### config.mk
export PLATFORM = sky130hd
export DESIGN_NAME = cim_shift_accumulator
export DESIGN_NICKNAME = d
export VERILOG_FILES = /design/src/rtl/cim_shift_accumulator.sv
export SDC_FILE = /design/constraint.sdc
export NUM_CORES = 1
export LEC_CHECK = 0
export ABC_AREA = 1
export BUFFER_PORTS_ARGS = -buffer_cell sky130_fd_sc_hd__buf_4
export CORE_ASPECT_RATIO = 0.6
export CORE_MARGIN = 4
export CORE_UTILIZATION = 48
export CTS_CLUSTER_DIAMETER = 60
export DETAILED_ROUTE_END_ITERATION = 12
export PLACE_DENSITY = 0.67
export SETUP_SLACK_MARGIN = 0.2
export SYNTH_ARGS = -nofsm -noshare
export SYNTH_HDL_FRONTEND = slang
export SYNTH_SLANG_ARGS = --single-unit
### constraint.sdc
create_clock -name clk -period 8.86 [get_ports clk]
set_input_delay 0.886 -clock clk [delete_from_list [all_inputs] [get_ports clk]]
set_output_delay 0.886 -clock clk [all_outputs]
set_load 0.05 [all_outputs]
### src/rtl/cim_shift_accumulator.sv
// Shift-accumulator for bit-serial CIM: merges each 10-bit column partial product into a signed
// word and accumulates activation bit-planes MSB-first, delivering the result on valid/ready.
module cim_shift_accumulator #(
    parameter int unsigned ACC_W    = 20,
    parameter int unsigned MAX_BITS = 8
) (
    input  logic             clk,
    input  logic             rst,
    input  logic             start,
    input  logic [2:0]       mode,
    input  logic [3:0]       n_bits,
    input  logic             in_valid,
    output logic             in_ready,
    input  logic [9:0]       P_in,
    output logic             out_valid,
    input  logic             out_ready,
    output logic [ACC_W-1:0] acc_out,
    output logic             idle
);

    localparam int unsigned CntW  = $clog2(MAX_BITS + 1);
    localparam int unsigned WordW = 11;

    typedef enum logic [1:0] {StIdle, StAccum, StDone} state_e;

    state_e            state_q;
    logic [2:0]        mode_q;
    logic [CntW-1:0]   nbits_q, count_q, count_inc, nbits_eff;
    logic [ACC_W-1:0]  acc_q, acc_d, word_ext;
    logic [WordW-1:0]  word;
    logic [4:0]        hi, lo;
    logic              signed_mode;

    assign hi          = P_in[9:5];
    assign lo          = P_in[4:0];
    assign signed_mode = (mode_q[2:1] == 2'b00);
    assign count_inc   = count_q + CntW'(1);

    always_comb begin
        nbits_eff = CntW'(n_bits);
        if (mode[2:1] != 2'b00) begin
            nbits_eff = CntW'(1);
        end else if (n_bits == 4'd0 || 32'(n_bits) > MAX_BITS) begin
            nbits_eff = CntW'(MAX_BITS);
        end
    end

    always_comb begin
        case (mode_q)
            3'b000:  word = {{2{hi[4]}}, hi, 4'b0000} + {6'b0, lo};
            3'b001:  word = {{6{hi[4]}}, hi} + {{6{lo[4]}}, lo};
            default: word = {6'b0, hi} + {6'b0, lo};
        endcase
        word_ext = {{(ACC_W - WordW){word[WordW-1]}}, word};
    end

    // The MSB plane carries negative weight in signed modes, unless it is the only plane.
    always_comb begin
        if (count_q == '0) begin
            acc_d = (signed_mode && nbits_q > CntW'(1)) ? -word_ext : word_ext;
        end else begin
            acc_d = (acc_q << 1) + word_ext;
        end
    end

    always_ff @(posedge clk) begin
        if (rst) begin
            state_q   <= StIdle;
            acc_q     <= '0;
            count_q   <= '0;
            mode_q    <= 3'b000;
            nbits_q   <= CntW'(1);
            out_valid <= 1'b0;
            in_ready  <= 1'b0;
            acc_out   <= '0;
            idle      <= 1'b1;
        end else begin
            case (state_q)
                StIdle: begin
                    if (start) begin
                        mode_q   <= mode;
                        nbits_q  <= nbits_eff;
                        acc_q    <= '0;
                        count_q  <= '0;
                        state_q  <= StAccum;
                        idle     <= 1'b0;
                        in_ready <= 1'b1;
                    end
                end
                StAccum: begin
                    if (in_valid) begin
                        acc_q   <= acc_d;
                        count_q <= count_inc;
                        if (count_inc == nbits_q) begin
                            state_q   <= StDone;
                            in_ready  <= 1'b0;
                            out_valid <= 1'b1;
                            acc_out   <= acc_d;
                        end
                    end
                end
                StDone: begin
                    if (out_ready) begin
                        state_q   <= StIdle;
                        out_valid <= 1'b0;
                        idle      <= 1'b1;
                    end
                end
                default: state_q <= StIdle;
            endcase
        end
    end

endmodule

==> results of run 1 <==
-- registers in the layout, summed over array words and instances, names as in the netlist --
| register | flops |
|---|---|
| acc_out | 20 |
| in_ready | 1 |
| count_q | 4 |
| mode_q | 3 |
| nbits_q | 4 |
| state_q | 2 |
| out_valid | 1 |
| acc_q | 19 |
| idle | 1 |
-- power breakdown --
| part | total [mW] | switching [mW] | internal [mW] |
|---|---|---|---|
| Combinational | 0.290 | 0.201 | 0.0891 |
| Sequential | 0.274 | 0.0118 | 0.262 |
| Clock | 0.194 | 0.0832 | 0.110 |
-- routing by layer --
metal  routed length [um]  up-vias  GRT usage, %
met4                   44        0          3.21
met5                    0        -             0
met3                 1050        4          3.63
li1                     -     2138             -
met1                 6280     1933          38.0
met2                 4140      153          30.2
-- path summary, 6_finish.rpt --
check,from,end,cells past startpoint
max,P_in[5],acc_q[11],20
min,out_valid,out_valid,2
max reg2reg,mode_q[1],acc_q[8],17
min reg2reg,out_valid,out_valid,2
-- cell families after synthesis --
kind of cell / after synthesis / share of synthesized area (%)
AOI/OAI and AO/OA: 120 / 16.1
xor gates and xnor gates: 11 / 2.40
buffers and inverters: 87 / 8.71
adders and majority gates: 30 / 9.74
DFF: 55 / 27.5
and+or+nand+nor: 324 / 35.6
-- final cells by class --
type	count	area share, %
sequential	55	24.2
timing repair buffer	45	7.42
inverter	72	5.99
clock buffer	6	3.05
tap	108	2.97
clock inverter	1	0.110
multi-input combinational	485	56.3
-- per-stage QoR --
| stage | util (%) | total power, mW | instances |
|---|---|---|---|
| final | 56.8 | 0.758 | 772 |
| after detailed placement | 55.0 | 0.561 | 765 |
| after floorplan | - | 0.486 | 627 |
| after CTS | 56.8 | 0.754 | 772 |
| after global routing | 56.8 | 0.803 | 772 |
| after global placement | 55.0 | 0.558 | 765 |
-- placed cells by master (no fill, tap or decap), types with 5 or more instances in the layout --
cell | Yosys | routed
nand3_1 | 61 | 61
clkbuf_16 | 0 | 5
inv_2 | 5 | 5
xor2_1 | 7 | 7
inv_1 | 65 | 65
o21ai_0 | 37 | 37
buf_4 | 2 | 45
or2_2 | 5 | 5
a21oi_1 | 65 | 65
nand2_2 | 11 | 11
dfxtp_1 | 55 | 55
nor2_1 | 41 | 40
nand4_1 | 7 | 7
ha_1 | 28 | 28
nand2_1 | 184 | 184
-- worst max-delay path, cell delays in order --
cell and delay, ns:
buf_4 0.10, ha_1 0.20, inv_1 0.07, fa_1 0.39, inv_1 0.09, nand3_1 0.10
nand3b_1 0.11, nand2_1 0.07, a21oi_1 0.30, ha_1 0.36, a21oi_1 0.21, o21ai_0 0.14
a21oi_1 0.24, inv_1 0.11, nand2_1 0.07, nand2_1 0.06, o21ai_0 0.44, nand2_2 0.11
nand2_1 0.08, a21oi_1 0.07
==> results.ini, run 1 <==
[outcome]
status=completed

[global_routing]
grt_max_degree=29
grt_pass1_vias=3731
globalRouteOverflowTotal=0
grt_pass1_wl_um=18600
antenna_found_initial=0
grt_usage_pct=22.8

[clocking]
cts.htree.levels=2
numCtsBuffers=5
cts_tree=yes
cts_resized=0
cts_setup_buffers=0
path_clk_slew_ns=0.07
clock_sinks=55
clockBufferDepth=2
insertion_delay_ns=0.29
cts_hold_buf=0
cts-root-buf=clkbuf_16

[critical_path]
path_max_fanout=5
worstSetupPathType=in -> reg
cp.arrival_ns=4.21
cp.required_ns=9.03
r2r_slack_ns=5.70
cp-end-kind=register
cp-start-kind=input port

[pwr]
max-vdd-ir-drop_mv=0.104
p_leak_nw=2.30
cellPowerDensity_nw_per_um2=166

[synth]
ys_async_sr_fraction_pct=0
syn_area_per_cell_um2=6.39
synth_seq_area_share_pct=27.5
ys_ff_latch=55
syn_nets=679
synth-edff-count=0
synth_cell_types=41
ys.flop_type=dfxtp_1
synth_warnings=0
yosysMostFrequentCell=nand2_1
yosys.area.top_type=dfxtp_1
syn-cell-area_um2=4010
synth_top_area_share_pct=27.5
synthCells=627
netlist_top_cells_count=nand2_1 (184), a21oi_1 (65), inv_1 (65)
synthTopCellsByArea=dfxtp_1 (27%), nand2_1 (17%), ha_1 (8.7%)

[route]
viasPerCell=5.48
vias=4228
firstDrtPassIters=5
ant_nets=0
wl_per_cell_um=14.9
drt_iter0_markers=466
wl_um=11500
drcViolationCount=0

[sta]
setup_viol=0
rsz0062_at_grt=false
fin_crit_sh_pct=45.6
finalHoldViolCount=0
fmax_ghz=0.247
hold_ws_ns=0.462
min_period_ns=4.04
tightest_slew_ns=1.03
fin_worst_skew_ns=0.00483
maxSlewViolCount=0
fin_ws_ns=4.82
tns_ns=0
slew_headroom_pct=31.1

[placed_design]
io_buffers=44
place_hpwl_um=8850
dp_slack_ns=4.71
place_area_um2=4410
gp_congestion=0.957

[final_layout]
antenna-diode-count=0
layout.area.seq_um2=1100
drive_above_1_share_pct=12.5
area_growth_pct=13.5
fill_cells=804
multi_input_area_um2=2560
fin_nets=716
fin_area_um2=4550

[floorplanning]
die_y_um=78.8
start_util_pct=50.1
io_pins=45
coreArea_um2=8010
die_area_um2=9930
chipWidth_um=126
placementRows=25

[min_path]
min_path_type=reg -> reg

[run]
cap_violations=0

No activity file was read; power rests on OpenSTA's default activity.
==> run 2: changes to the inputs <==
- ABC_AREA: 1 -> 0
- PLACE_DENSITY: 0.67 -> 0.68
- clock period: 8.86 -> 4.1 ns (I/O delays scaled with it)
==> run 2 against run 1 <==
Net effect: synthesized cell count decreased by 26%; global-route usage is 1.9 points lower; die area decreased by 6.4%; sequential power is 120% higher; non-clock buffer count is 12 higher; combinational power increased by 110%; largest cell class unchanged; power up 130%.
==> results.ini, run 2 <==
[floorplanning]
die_area_um2=9290  ; -6.4%
die_y_um=76.3  ; -3.2%
start_util_pct=50.3  ; +0.22 points
coreArea_um2=7420  ; -7.4%
chipWidth_um=122  ; -3.3%
placementRows=24  ; -4.0%
io_pins=45  ; unchanged

[final_layout]
final_common_cell=buf_4
drive_above_1_share_pct=17.0  ; +4.5 points
final_cell_mix=buf_4 (56), dfxtp_1 (55), a21oi_1 (50)
regMostFlops=acc_out
fin_nets=556  ; -22%
reg_top3=acc_out (20), acc_q (19)
largest_reg_flops=20  ; unchanged
fill_cells=673  ; -16%
fin_util_pct=59.4  ; +2.6 points
area_growth_pct=18.2
antenna-diode-count=0  ; unchanged

[critical_path]
cp_num_buf_inv=1  ; -3
slowest_stage=o31a_1
cp-end-kind=register
worstSetupPathType=in -> reg
slowest_delay_ns=0.38  ; -0.06 ns
cp.required_ns=4.29  ; -4.74 ns
cp-start-kind=input port
cp.arrival_ns=3.91  ; -0.30 ns
path_max_fanout=8  ; +3
crit_path_cell_trace=buf_4 > ha_1 > a211oi_2 > o21bai_1 > o31a_1 > o21ai_0 > ha_1 > a21o_1 > a211o_1 > a22o_1 > a211o_1 > a31o_2 > a21oi_1 > xnor2_1 > o21ai_1
cp_top_family=compound AO/OA/AOI/OAI gates

[global_routing]
grt_pass1_wl_um=15800  ; -15%
grt_max_degree=36  ; +24%
antenna_found_initial=0  ; unchanged
grt_usage_pct=20.8  ; -1.9 points
grt_pass1_vias=3096  ; -17%
globalRouteOverflowTotal=0  ; unchanged

[pwr]
pwr-share-clk_pct=30.0  ; +4.4 points
intPower_mw=1.09  ; +140%
p_leak_nw=1.89  ; -18%
p_sw_mw=0.629  ; +110%
sequentialPowerShare_pct=34.6  ; -1.5 points
max-vdd-ir-drop_mv=0.217  ; +110%
cellPowerDensity_nw_per_um2=391  ; +130%
switching_share_pct=36.5  ; -2.6 points
combPwrFrac_pct=35.5  ; -2.8 points

[synth]
yosys.area.top_type=dfxtp_1
synth_cell_types=56  ; +37%
synth_top_area_share_pct=29.5  ; +2.1 points
syn-cell-area_um2=3730  ; -7.0%
syn_area_per_cell_um2=8.09  ; +27%
synthCells=461  ; -26%
synth_seq_area_share_pct=29.5  ; +2.1 points
ys.flop_type=dfxtp_1
syn_nets=513  ; -24%
synthTopCellsByArea=dfxtp_1 (30%), ha_1 (9.4%), a21oi_1 (6.7%)
ys_async_sr_fraction_pct=0  ; unchanged
yosysMostFrequentCell=dfxtp_1
synth_warnings=0  ; unchanged
synth-edff-count=0  ; unchanged
ys_ff_latch=55  ; unchanged
netlist_top_cells_count=dfxtp_1 (55), a21oi_1 (50), nor2_1 (42)

[placed_design]
io_buffers=44  ; unchanged
place_hpwl_um=7390  ; -16%
gp_congestion=0.936  ; -2.1%

[clocking]
cts_tree=yes
path_clk_slew_ns=0.08  ; about the same
clockBufferDepth=2  ; unchanged
numCtsBuffers=5  ; unchanged
cts.htree.levels=2  ; unchanged
cts-root-buf=clkbuf_16
cts_setup_buffers=0  ; unchanged
clock_sinks=55  ; unchanged
insertion_delay_ns=0.30  ; about the same

[sta]
rsz0062_at_grt=false
finalHoldViolCount=0  ; unchanged
tightest_slew_ns=0.786  ; -0.247 ns
fin_crit_sh_pct=90.7
fin_worst_skew_ns=0.00628  ; +0.00145 ns
tns_ns=0  ; unchanged
fmax_ghz=0.269
min_period_ns=3.72
setup_viol=0  ; unchanged
maxSlewViolCount=0  ; unchanged
slew_headroom_pct=47.5  ; +16 points

[outcome]
status=completed

[min_path]
min_path_type=in -> reg

[route]
wl_per_cell_um=16.1  ; +8.1%
vias=3486  ; -18%
viasPerCell=5.72  ; +4.5%
firstDrtPassIters=5  ; unchanged
wl_um=9810  ; -15%
drt_iter0_markers=279  ; -40%
ant_nets=0  ; unchanged
drcViolationCount=0  ; unchanged

[run]
cap_violations=0  ; unchanged

-- run 2: cell types whose count changed after synthesis, sizes merged, moves of 9 or more --
cell | before | now
clkbuf | 7 | 18
xnor2 | 4 | 21
nand3 | 62 | 20
a21oi | 65 | 50
mux2i | 0 | 11
inv | 71 | 21
nand2 | 197 | 24
a21o | 0 | 9
-- run 2: layout make-up --
class | count | area [um^2] | area share [%]
clock inverter | 3 | 50.0 | 1.14
multi-input combinational | 364 | 2500 | 56.7
inverter | 21 | 78.8 | 1.79
clock buffer | 5 | 125 | 2.84
tap | 104 | 130 | 2.95
timing repair buffer | 57 | 425 | 9.65
sequential | 55 | 1100 | 25.0
-- run 2: worst reg2reg max path: stages, from the launching register on --
cell and delay [ns]:
dfxtp_1 0.36, nor2_1 0.42, nand2_1 0.14, o31a_1 0.41, o21ai_0 0.17, ha_1 0.35
a21o_1 0.21, a211o_1 0.33, a22o_1 0.26, a211o_1 0.29, a31o_2 0.23, a21oi_1 0.17
xnor2_1 0.14, o21ai_1 0.09
-- run 2: worst paths after layout --
kind / from / end / slack, ns / cells after the start
worst max register to register: mode_q[1] / acc_out[19] / 0.43 / 13
worst min register to register: acc_q[8] / acc_q[8] / 0.48 / 2
worst max-delay path: P_in[1] / acc_out[19] / 0.38 / 15
worst min-delay path: mode[0] / mode_q[0] / 0.34 / 3
-- run 2: what timing repair did --
item | CTS | global route
hold buffers | 0 | 0
resized for setup | 0 | 6
endpoints found under the setup margin | 0 | 7
-- run 2: per-layer routing --
layer | GRT usage, % | wire (um)
met3 | 4.23 | 668
met5 | 0 | 0
met4 | 4.25 | 83
met1 | 33.7 | 5130
met2 | 27.8 | 3930
-- run 2: cells by family after synthesis --
family | share of synthesized area (%)
AO/OA/AOI/OAI | 28.0
XOR/XNOR | 7.28
adder cells (fa/ha/maj) | 10.5
buffers and inverters | 4.46
flip-flops | 29.5
multiplexers | 3.29
AND/OR/NAND/NOR | 17.0
-- run 2: power groups by stage --
| stage | logic, mW | clock network (mW) | registers, mW |
|---|---|---|---|
| 2_1_floorplan | 0.375 | 0 | 0.666 |
| 3_3_place_gp | 0.589 | 0 | 0.605 |
| 3_5_place_dp | 0.596 | 0 | 0.606 |
| 4_1_cts | 0.599 | 0.521 | 0.594 |
| 5_1_grt | 0.666 | 0.543 | 0.599 |
| 6_report | 0.611 | 0.516 | 0.595 |
-- run 2: through the flow --
step | area, um^2 | setup slack [ns] | power (mW) | instances | hold slack, ns
final | 4410 | 0.381 | 1.72 | 609 | 0.337
after global routing | 4410 | 0.204 | 1.81 | 609 | 0.355
after CTS | 4380 | 0.307 | 1.71 | 608 | 0.335
after detailed placement | 4200 | 0.00813 | 1.20 | 600 | 0.472
after global placement | 4200 | 0.126 | 1.19 | 600 | 0.458
after floorplan | 3730 | 0.361 | 1.04 | 461 | 0.442
==> run 3: changes to the inputs <==
- PLACE_DENSITY: 0.68 -> 0.7
- clock period: 4.1 -> 3.1 ns (I/O delays scaled with it)
==> run 3 against run 2 <==
Net effect: highest routed layer unchanged; the run now ends with setup timing left; hold slack lost 0.096 ns; setup slack lost 0.56 ns; power up 46%.
==> results.ini, run 3 (synthesis gave the netlist of run 2 again) <==
[floorplanning]
coreArea_um2=7420  ; unchanged
die_area_um2=9290  ; unchanged
chipWidth_um=122  ; unchanged
start_util_pct=50.3  ; unchanged
die_y_um=76.3  ; unchanged
placementRows=24  ; unchanged
io_pins=45  ; unchanged

[clocking]
path_clk_slew_ns=0.08  ; about the same
cts-root-buf=clkbuf_16
cts_hold_buf=0  ; unchanged
numCtsBuffers=5  ; unchanged
cts_tree=yes
clockBufferDepth=2  ; unchanged
cts.htree.levels=2  ; unchanged
insertion_delay_ns=0.30  ; about the same
clock_sinks=55  ; unchanged

[final_layout]
regMostFlops=acc_out
fin_area_um2=5420  ; +23%
finalNonFillerCells=685  ; +12%
drive_above_1_share_pct=38.7  ; +22 points
largest_reg_flops=20  ; unchanged
fill_cells=561  ; -17%
final_common_cell=buf_4
reg_top3=acc_out (20), acc_q (19)
fin_nets=632  ; +14%
antenna-diode-count=0  ; unchanged
final_cell_mix=buf_4 (119), dfxtp_1 (52), nor2_1 (39)
area_growth_pct=45.3

[pwr]
cellPowerDensity_nw_per_um2=463  ; +19%
intPower_mw=1.58  ; +44%
sequentialPowerShare_pct=31.5  ; -3.1 points
pwr-share-clk_pct=24.3  ; -5.7 points
switching_share_pct=37.1  ; +0.61 points
combPwrFrac_pct=44.2  ; +8.7 points
max-vdd-ir-drop_mv=0.287  ; +32%
p_leak_nw=2.34  ; +23%
p_sw_mw=0.931  ; +48%

[route]
wl_per_cell_um=17.0  ; +5.4%
wl_um=11600  ; +19%
viasPerCell=5.82  ; +1.7%
drt_iter0_markers=241  ; -14%
firstDrtPassIters=5  ; unchanged
ant_nets=0  ; unchanged
vias=3987  ; +14%
drcViolationCount=0  ; unchanged

[sta]
rsz0062_at_grt=true
min_period_ns=3.28
setup_viol=13  ; +13
fin_crit_sh_pct=106
slew_headroom_pct=48.4  ; +0.88 points
fmax_ghz=0.305
fin_worst_skew_ns=0.00642  ; +0.000140 ns
fin_ws_ns=-0.175  ; -0.556 ns
tightest_slew_ns=0.774  ; -0.0121 ns
maxSlewViolCount=0  ; unchanged
tns_ns=-1.22  ; -1.22 ns
finalHoldViolCount=0  ; unchanged
hold_ws_ns=0.240  ; -0.0963 ns

[critical_path]
slowest_stage=or4_4
path_max_fanout=5  ; -3
worstSetupPathType=in -> reg
cp-start-kind=input port
cp.required_ns=3.28  ; -1.01 ns
slowest_delay_ns=0.43  ; +0.05 ns
cp-end-kind=register
cp_num_buf_inv=4  ; +3
cp.arrival_ns=3.46  ; -0.45 ns
cp_top_family=compound AO/OA/AOI/OAI gates
crit_path_cell_trace=buf_8 > ha_4 > inv_2 > fa_2 > nor2b_1 > o21a_1 > or4_4 > o211ai_4 > inv_2 > ha_4 > nand3_2 > o211ai_1 > a31oi_2 > o21ai_2 > a31oi_2 > buf_4 > xnor2_2 > a21oi_2 > o21ai_1

[global_routing]
grt_pass1_vias=3756  ; +21%
antenna_found_initial=0  ; unchanged
grt_max_degree=35  ; -2.8%
grt_usage_pct=24.8  ; +3.9 points
globalRouteOverflowTotal=0  ; unchanged
grt_pass1_wl_um=18700  ; +18%

[outcome]
violations=setup timing
status=finished with violations

[placed_design]
place_area_um2=4750  ; +13%
io_buffers=44  ; unchanged
placedCellCount=654  ; +9.0%
gp_congestion=0.947  ; +1.2%
place_hpwl_um=8180  ; +11%
dp_slack_ns=-0.547  ; -0.555 ns

[run]
cap_violations=0  ; unchanged

[min_path]
min_path_type=in -> reg

==> run 3: worst paths after layout <==
check	start	to	slack [ns]	cells after the start
worst min register to register	acc_q[10]	acc_q[10]	0.48	2
worst min-delay path	mode[0]	mode_q[0]	0.24	3
worst max-delay path	P_in[0]	acc_q[16]	-0.18	19
worst max register to register	mode_q[1]	acc_q[16]	-0.13	15
==> run 3: area by class of cell <==
type                            instances  area [um^2]  share of cell area (%)
Clock buffer                            6          139                    2.56
Clock inverter                          2         17.5                   0.323
Inverter                               21         78.8                    1.45
Timing Repair Buffer                  133         1070                    19.8
Tap cell                              104          130                    2.40
Multi-Input combinational cell        364         2870                    52.9
Sequential cell                        55         1110                    20.5
==> run 3: worst reg2reg max path: stages, from the launching register on <==
cell and delay, ns:
dfxtp_4 0.38, or3_4 0.44, buf_8 0.16, buf_6 0.11, o211ai_4 0.17, inv_2 0.06
ha_4 0.29, nand3_2 0.06, o211ai_1 0.30, a31oi_2 0.18, o21ai_2 0.25, a31oi_2 0.15
buf_4 0.17, xnor2_2 0.13, a21oi_2 0.17, o21ai_1 0.10
==> run 3: stage by stage <==
stage | power, mW | util, %
CTS | 2.43 | 70.3
detailed placement | 1.75 | 64.1
floorplan | 1.42 | -
global route | 2.64 | 73.0
finish | 2.51 | 73.0
global placement | 1.73 | 64.1
==> run 3: timing repair <==
action	4_1_cts	5_1_grt
resized for setup	53	26
endpoints found under the setup margin	25	25
pin swaps	39	29
gates cloned	0	0
buffers inserted	13	10
==> run 3: routing by layer <==
| layer | track usage (%) | wire length (um) | share of wire (%) | vias to the layer above |
|---|---|---|---|---|
| met5 | 0 | 0 | 0 | - |
| met4 | 5.93 | 141 | 1.2 | 0 |
| met3 | 6.53 | 783 | 6.7 | 18 |
| met2 | 35.4 | 5010 | 43 | 156 |
| met1 | 36.8 | 5700 | 49 | 1893 |
| li1 | - | - | - | 1920 |
==> run 3: power by group through the flow <==
stage | combinational [mW] | sequential, mW | clock [mW]
after floorplan | 0.536 | 0.882 | 0
after global placement | 0.927 | 0.800 | 0
after detailed placement | 0.944 | 0.802 | 0
after CTS | 1.02 | 0.789 | 0.615
after global routing | 1.19 | 0.796 | 0.658
final | 1.11 | 0.790 | 0.609
